$ cat src/rtl/regfile_mp.sv
// regfile_mp: multi-port register file with registered reads, optional hardwired-zero entry, sequential clear sweep.
// Latency: read data 1 cycle after address; writes visible to the next read (same cycle with bypass).
// Backpressure: none; every port accepts each cycle in RUN, busy flags the DEPTH-cycle clear sweep.
// Optional feature: define REGFILE_WRITE_BYPASS_EN to forward same-cycle write data to matching reads.
module regfile_mp #(
   parameter int WIDTH      = 32,
   parameter int ADDR_WIDTH = 5,
   parameter int NUM_READ   = 2,
   parameter int NUM_WRITE  = 2,
   parameter int ZERO_REG   = 1
) (
   input  logic                            clock,
   input  logic                            clear,
   input  logic [NUM_READ*ADDR_WIDTH-1:0]  rdAddr,
   output logic [NUM_READ*WIDTH-1:0]       rdData,
   input  logic [NUM_WRITE-1:0]            wrEnable,
   input  logic [NUM_WRITE*ADDR_WIDTH-1:0] wrAddr,
   input  logic [NUM_WRITE*WIDTH-1:0]      wrData,
   output logic                            busy,
   output logic                            wrCollision
);

   localparam int DEPTH = 2**ADDR_WIDTH;
   localparam logic [ADDR_WIDTH-1:0] LAST_IDX = '1;

   typedef enum logic {RUN, SWEEP} state_t;

   state_t                  state, state_nxt;
   logic [ADDR_WIDTH-1:0]   sweep_idx, sweep_idx_nxt;
   logic [WIDTH-1:0]        mem [DEPTH];
   logic [NUM_READ*WIDTH-1:0] rd_nxt;
   logic                    coll_nxt;

   assign busy = (state == SWEEP);

   // State register; clear restarts the sweep from entry 0 and holds it there
   always_ff @(posedge clock) begin
      if (clear) begin
         state     <= SWEEP;
         sweep_idx <= '0;
      end else begin
         state     <= state_nxt;
         sweep_idx <= sweep_idx_nxt;
      end
   end

   // Next state: walk every entry once, return to RUN after the last one
   always_comb begin
      state_nxt     = state;
      sweep_idx_nxt = sweep_idx;
      if (state == SWEEP) begin
         sweep_idx_nxt = sweep_idx + 1'b1;
         if (sweep_idx == LAST_IDX) begin
            state_nxt = RUN;
         end
      end
   end

   // Storage has no reset so it can map to RAM; the sweep zeroes it instead.
   // Later write ports are applied last, so the higher index wins on a collision.
   always_ff @(posedge clock) begin
      if (!clear) begin
         if (state == SWEEP) begin
            mem[sweep_idx] <= '0;
         end else begin
            for (int j = 0; j < NUM_WRITE; j++) begin
               if (wrEnable[j] &&
                   !(ZERO_REG != 0 && wrAddr[j*ADDR_WIDTH +: ADDR_WIDTH] == '0)) begin
                  mem[wrAddr[j*ADDR_WIDTH +: ADDR_WIDTH]] <= wrData[j*WIDTH +: WIDTH];
               end
            end
         end
      end
   end

   // Read data for the next cycle: storage, optional forwarding, then zero-entry mask
   always_comb begin
      rd_nxt = '0;
      if (state == RUN) begin
         for (int k = 0; k < NUM_READ; k++) begin
            rd_nxt[k*WIDTH +: WIDTH] = mem[rdAddr[k*ADDR_WIDTH +: ADDR_WIDTH]];
`ifdef REGFILE_WRITE_BYPASS_EN
            for (int j = 0; j < NUM_WRITE; j++) begin
               if (wrEnable[j] &&
                   wrAddr[j*ADDR_WIDTH +: ADDR_WIDTH] == rdAddr[k*ADDR_WIDTH +: ADDR_WIDTH]) begin
                  rd_nxt[k*WIDTH +: WIDTH] = wrData[j*WIDTH +: WIDTH];
               end
            end
`endif
            if (ZERO_REG != 0 && rdAddr[k*ADDR_WIDTH +: ADDR_WIDTH] == '0) begin
               rd_nxt[k*WIDTH +: WIDTH] = '0;
            end
         end
      end
   end

   // Collision: any two enabled ports on one address, except the hardwired-zero entry
   always_comb begin
      coll_nxt = 1'b0;
      if (state == RUN) begin
         for (int i = 0; i < NUM_WRITE; i++) begin
            for (int j = i + 1; j < NUM_WRITE; j++) begin
               if (wrEnable[i] && wrEnable[j] &&
                   wrAddr[i*ADDR_WIDTH +: ADDR_WIDTH] == wrAddr[j*ADDR_WIDTH +: ADDR_WIDTH] &&
                   !(ZERO_REG != 0 && wrAddr[i*ADDR_WIDTH +: ADDR_WIDTH] == '0)) begin
                  coll_nxt = 1'b1;
               end
            end
         end
      end
   end

   // Output registers; cleared synchronously
   always_ff @(posedge clock) begin
      if (clear) begin
         rdData      <= '0;
         wrCollision <= 1'b0;
      end else begin
         rdData      <= rd_nxt;
         wrCollision <= coll_nxt;
      end
   end

endmodule

$ cat config.mk
export PLATFORM = sky130hd
export DESIGN_NAME = regfile_mp
export DESIGN_NICKNAME = d
export VERILOG_FILES = /design/src/rtl/regfile_mp.sv
export SDC_FILE = /design/constraint.sdc
export NUM_CORES = 2
export LEC_CHECK = 0
export BUFFER_PORTS_ARGS = -buffer_cell sky130_fd_sc_hd__buf_4
export CAP_MARGIN = 20
export CORE_MARGIN = 5
export CORE_UTILIZATION = 40
export CTS_BUF_LIST = sky130_fd_sc_hd__clkbuf_8
export DETAILED_ROUTE_END_ITERATION = 16
export PLACE_DENSITY = 0.58
export SLEW_MARGIN = 15
export SYNTH_ARGS = -nofsm -noshare
export SYNTH_HDL_FRONTEND = slang
export SYNTH_SLANG_ARGS = --single-unit
$ cat constraint.sdc
create_clock -name clock -period 12.9 [get_ports clock]
set_input_delay 2.58 -clock clock [delete_from_list [all_inputs] [get_ports clock]]
set_output_delay 2.58 -clock clock [all_outputs]
set_load 0.02 [all_outputs]
# ---- Yosys cells after proc, flatten, opt, wreduce, memory -nomap -nowiden
# Memory sizes are Yosys's and may differ from the RTL's. A register that Yosys moved wholly into a read port is not among the register bits.
# Index checks and enable logic that the tools add are counted.
dict set report classes {
  n_addsub 1
  n_eq_ne 2
  n_mux 17
  reduce_logical 15
}
# cell n
set op_table {}
lappend op_table {{two-way mux 32 bit} 1}
lappend op_table {{OR reduction 32 bit} 1}
lappend op_table {{zero test 5 bit} 4}
lappend op_table {{two-way mux 1 bit} 15}
lappend op_table {{OR reduction 3 bit} 2}
lappend op_table {{adder 5 x 1 -> 5 bit, second input constant} 1}
lappend op_table {{== test 5 bit} 1}
lappend op_table {{== test 5 bit, second input constant} 1}
lappend op_table {{logical AND 1 bit} 5}
lappend op_table {{two-way mux 5 bit} 1}
lappend op_table {{zero test 1 bit} 2}
lappend op_table {{OR reduction 2 bit} 1}
dict set report word_totals {
  register_bits 7
  mem_count 1
  out_inout_bits 66
  ram_bits 1024
}
# name depth width rd rd_clocked_by_memory_dff wr line_no
set memory_table {}
lappend memory_table {mem 32 32 2 2 2 30} ;# logic [WIDTH-1:0] mem [DEPTH];

# ---- Longest topological paths before layout
dict set report depth {
  ltp_word 9
  mapped_depth 9
  depth_no_buf 5
}

# ---- Least setup slack after synthesis
# OpenSTA, ideal clock, no wires.
dict set report synth_timing {
  kind {input to register}
  startpoint {input port wrAddr[2]}
  endpoint {memory mem[24][0] (enable)}
  n_path_buf 2
  setup_ns 0.466
  t_arrival_ns 6.200
  cell_stages 6
  setup_slack_ns 6.234
  cell_sequence {clkbuf_1 > or3_4 > o31a_4 > buf_6 > o31a_1 > o21ai_0}
}
# element line_no
set synth_lines {}
lappend synth_lines {{start: declaration} 17} ;# input logic [NUM_WRITE*ADDR_WIDTH-1:0] wrAddr,
lappend synth_lines {{end: declaration} 30}

==> results.json <==
{
  "setup_ws_ns": 7.47,
  "syn_nets": 4586,
  "critPathLaunchType": "input port",
  "drtIter0Drc": 4644,
  "grt_usage": 0.268,
  "dp_hpwl_microns": 120000,
  "final_util": 0.444,
  "cts_tree": "done",
  "finalCritPeriodShare": 0.421,
  "synth_edf_count": 1024,
  "ys_ff_latch": 1095,
  "slew_headroom": 0.184,
  "cts_resized": 0,
  "crit_path_top_delay_cell": "nor3b_1",
  "r2r_start": "busy",
  "crit_top_cell": "buf_4",
  "die_w_microns": 406,
  "synthArstFlopShare": 0,
  "synth_top_area_frac": 0.490,
  "hp-class": "reg2reg",
  "reg2reg_depth": 6,
  "grt_pass1_wl_microns": 317000,
  "cts_sinks": 1095,
  "top_usage_layer": "met2",
  "critPathBufInv": 3,
  "drive_gt1_frac": 0.395,
  "crit_type": "in2reg",
  "path_cells": "buf_4 > nor3b_1 > o31a_4 > o211ai_1 > buf_4 > o21bai_4 > buf_4",
  "synthFlopType": "edfxtp_1",
  "root_buffer": "clkbuf_8",
  "synth_warnings": 0,
  "numCtsBuffers": 196,
  "gp_congestion": 0.805,
  "nets": 4483,
  "max_stage_delay_ns": 0.84,
  "design_area_sq_um": 69300,
  "grt_max_degree": 120,
  "area_growth_pct": 10.6,
  "outcome": "complete, no violations",
  "synth_top_area_cell": "edfxtp_1",
  "use_met3": 0.0550,
  "synth.distinct_cells": 51,
  "insertion_delay_ns": 0.95,
  "critPathMaxFanout": 37,
  "clock_skew_ns": 0.0386,
  "rsz0062_at_grt": "no",
  "min_period_ns": 5.43,
  "placed_area_sq_um": 65500,
  "holdCritStartpoint": "sweep_idx[1]",
  "place_ws_ns": 6.50,
  "port_buffers": 153,
  "worstHoldPathCells": 2,
  "coreArea_sq_um": 156000,
  "arrival_ns": 5.99,
  "via_per_inst": 6.37,
  "fmax_ghz": 0.184,
  "drtPass1Iterations": 6,
  "finalMaxSlewViolations": 0,
  "cts_setup_buffers": 0,
  "drc_errors": 0,
  "synth_cells": 4496,
  "synth.most_common_cell": "mux2_2",
  "initial_utilization": 0.402,
  "worstMarginPinSlew_ns": 1.22,
  "antenna_left": 0,
  "first_global_vias": 42203,
  "crit_path_start": "clear",
  "yosysSeqAreaShare": 0.513,
  "clock_path_buffers": 3,
  "wire_per_inst_microns": 34.1,
  "rows": 145,
  "netlist_area_sq_um": 62700,
  "maxCapViolCount": 0,
  "hold_viol_final": 0,
  "cts_max_level": 4,
  "power_density_nw_per_um2": 109,
  "dieArea_sq_um": 165000,
  "grtUsageMet2": 0.414,
  "p_leak_uw": 0.0260,
  "crit_family": "compound AO/OA/AOI/OAI gates",
  "use_met1": 0.382,
  "synthTopCellsByCount": "1056 x mux2_2, 1024 x edfxtp_1, 770 x mux2i_1, 384 x a22oi_1, 286 x clkbuf_1",
  "antenna_found_initial": 3,
  "tns_ns": 0,
  "peakVddDrop_mv": 0.0808,
  "vias": 42109,
  "clkTransAtPathRegs_ns": 0.06,
  "avgSynthCellArea_sq_um": 13.9,
  "crit_cells": 7,
  "die_h_microns": 406,
  "cp-end-kind": "register",
  "holdBufCountCts": 0,
  "hold_ws_ns": 0.574,
  "required_ns": 13.46,
  "ys_top_cells_by_area": "edfxtp_1 49%, mux2_2 19%, mux2i_1 12%, a22oi_1 4.6%, mux4_2 4.6%",
  "overflow": 0,
  "finalSetupViolations": 0,
  "io_pins": 154,
  "wirelength_microns": 225000
}
-- stage by stage --
stage               cells  total power (uW)
floorplan            4496              4260
global placement     6249              4440
detailed placement   6250              4450
CTS                  6606              7610
global route         6610              7800
finish               6610              7570
-- layer usage --
metal	wire length (microns)	share of wire
met1	97100	0.43
met2	102000	0.45
met3	20300	0.090
met4	6090	0.027
met5	13	0.000058
-- state kept, by name, indices dropped and copies added (netlist names) --
name,count
mem,1024
wrCollision,1
busy,1
rdData,64
sweep_idx,5
-- final cells by class --
| class | instances | area [sq um] |
|---|---|---|
| fill | 14190 | 86700 |
| sequential | 1095 | 32200 |
| multi-input combinational | 2851 | 28900 |
| clock buffer | 226 | 3110 |
| tap | 2058 | 2570 |
| timing repair buffer | 245 | 1930 |
| clock inverter | 130 | 638 |
| inverter | 4 | 15.0 |
| antenna | 1 | 2.50 |
-- path summary, 6_finish.rpt --
path,endpoint,slack [ns]
setup / recovery,mem[30][17],7.47
hold / removal,sweep_idx[1],0.57
setup reg to reg,mem[30][17],8.66
hold reg to reg,sweep_idx[1],0.57
-- worst register-to-register path, stage by stage, from the launching register on --
cell      delay (ns)
dfxtp_1         0.54
nor3b_1         0.94
o31a_4          0.84
o211ai_1        0.15
buf_4           0.25
o21bai_4        0.60
buf_4           0.50
-- kinds of logic after synthesis --
kind of cell             share of synthesized area
AO/OA/AOI/OAI                               0.0509
XOR/XNOR                                   0.00112
adder cells (fa/ha/maj)                   0.000399
buffers and inverters                       0.0369
flip-flops                                   0.513
multiplexers                                 0.358
AND/OR/NAND/NOR                             0.0392
-- power breakdown --
part	internal, uW	total (uW)	switching [uW]	leakage (uW)
registers	3850	3860	10.0	0.00906
clock network	1650	3190	1540	0.00221
logic	187	517	331	0.0148
total	5690	7570	1880	0.0260
-- cells in the final DEF, fill, tap and decap left out, types with 3 or more instances in the layout --
master / instances
edfxtp_1: 1024
o21ai_4: 26
mux2_2: 1056
inv_6: 4
nor2b_4: 4
mux4_2: 128
a22oi_1: 384
buf_8: 3
buf_4: 235
dfxtp_1: 71
inv_1: 81
clkbuf_8: 226
nor4_4: 3
nor2_4: 3
nand2b_1: 3
nor3b_2: 4
clkinv_2: 20
mux2i_1: 770
nand3_1: 194
nor2_1: 14
nor3_1: 6
nand4_1: 65
clkinv_1: 20
and2_1: 6
xor2_1: 6
clkinvlp_4: 5
o21bai_4: 5
bufinv_16: 3
nand2_1: 70
and2_4: 31
nand2_4: 26
nand4b_1: 3
o31a_1: 3
Power figures use the tool's default switching activity.
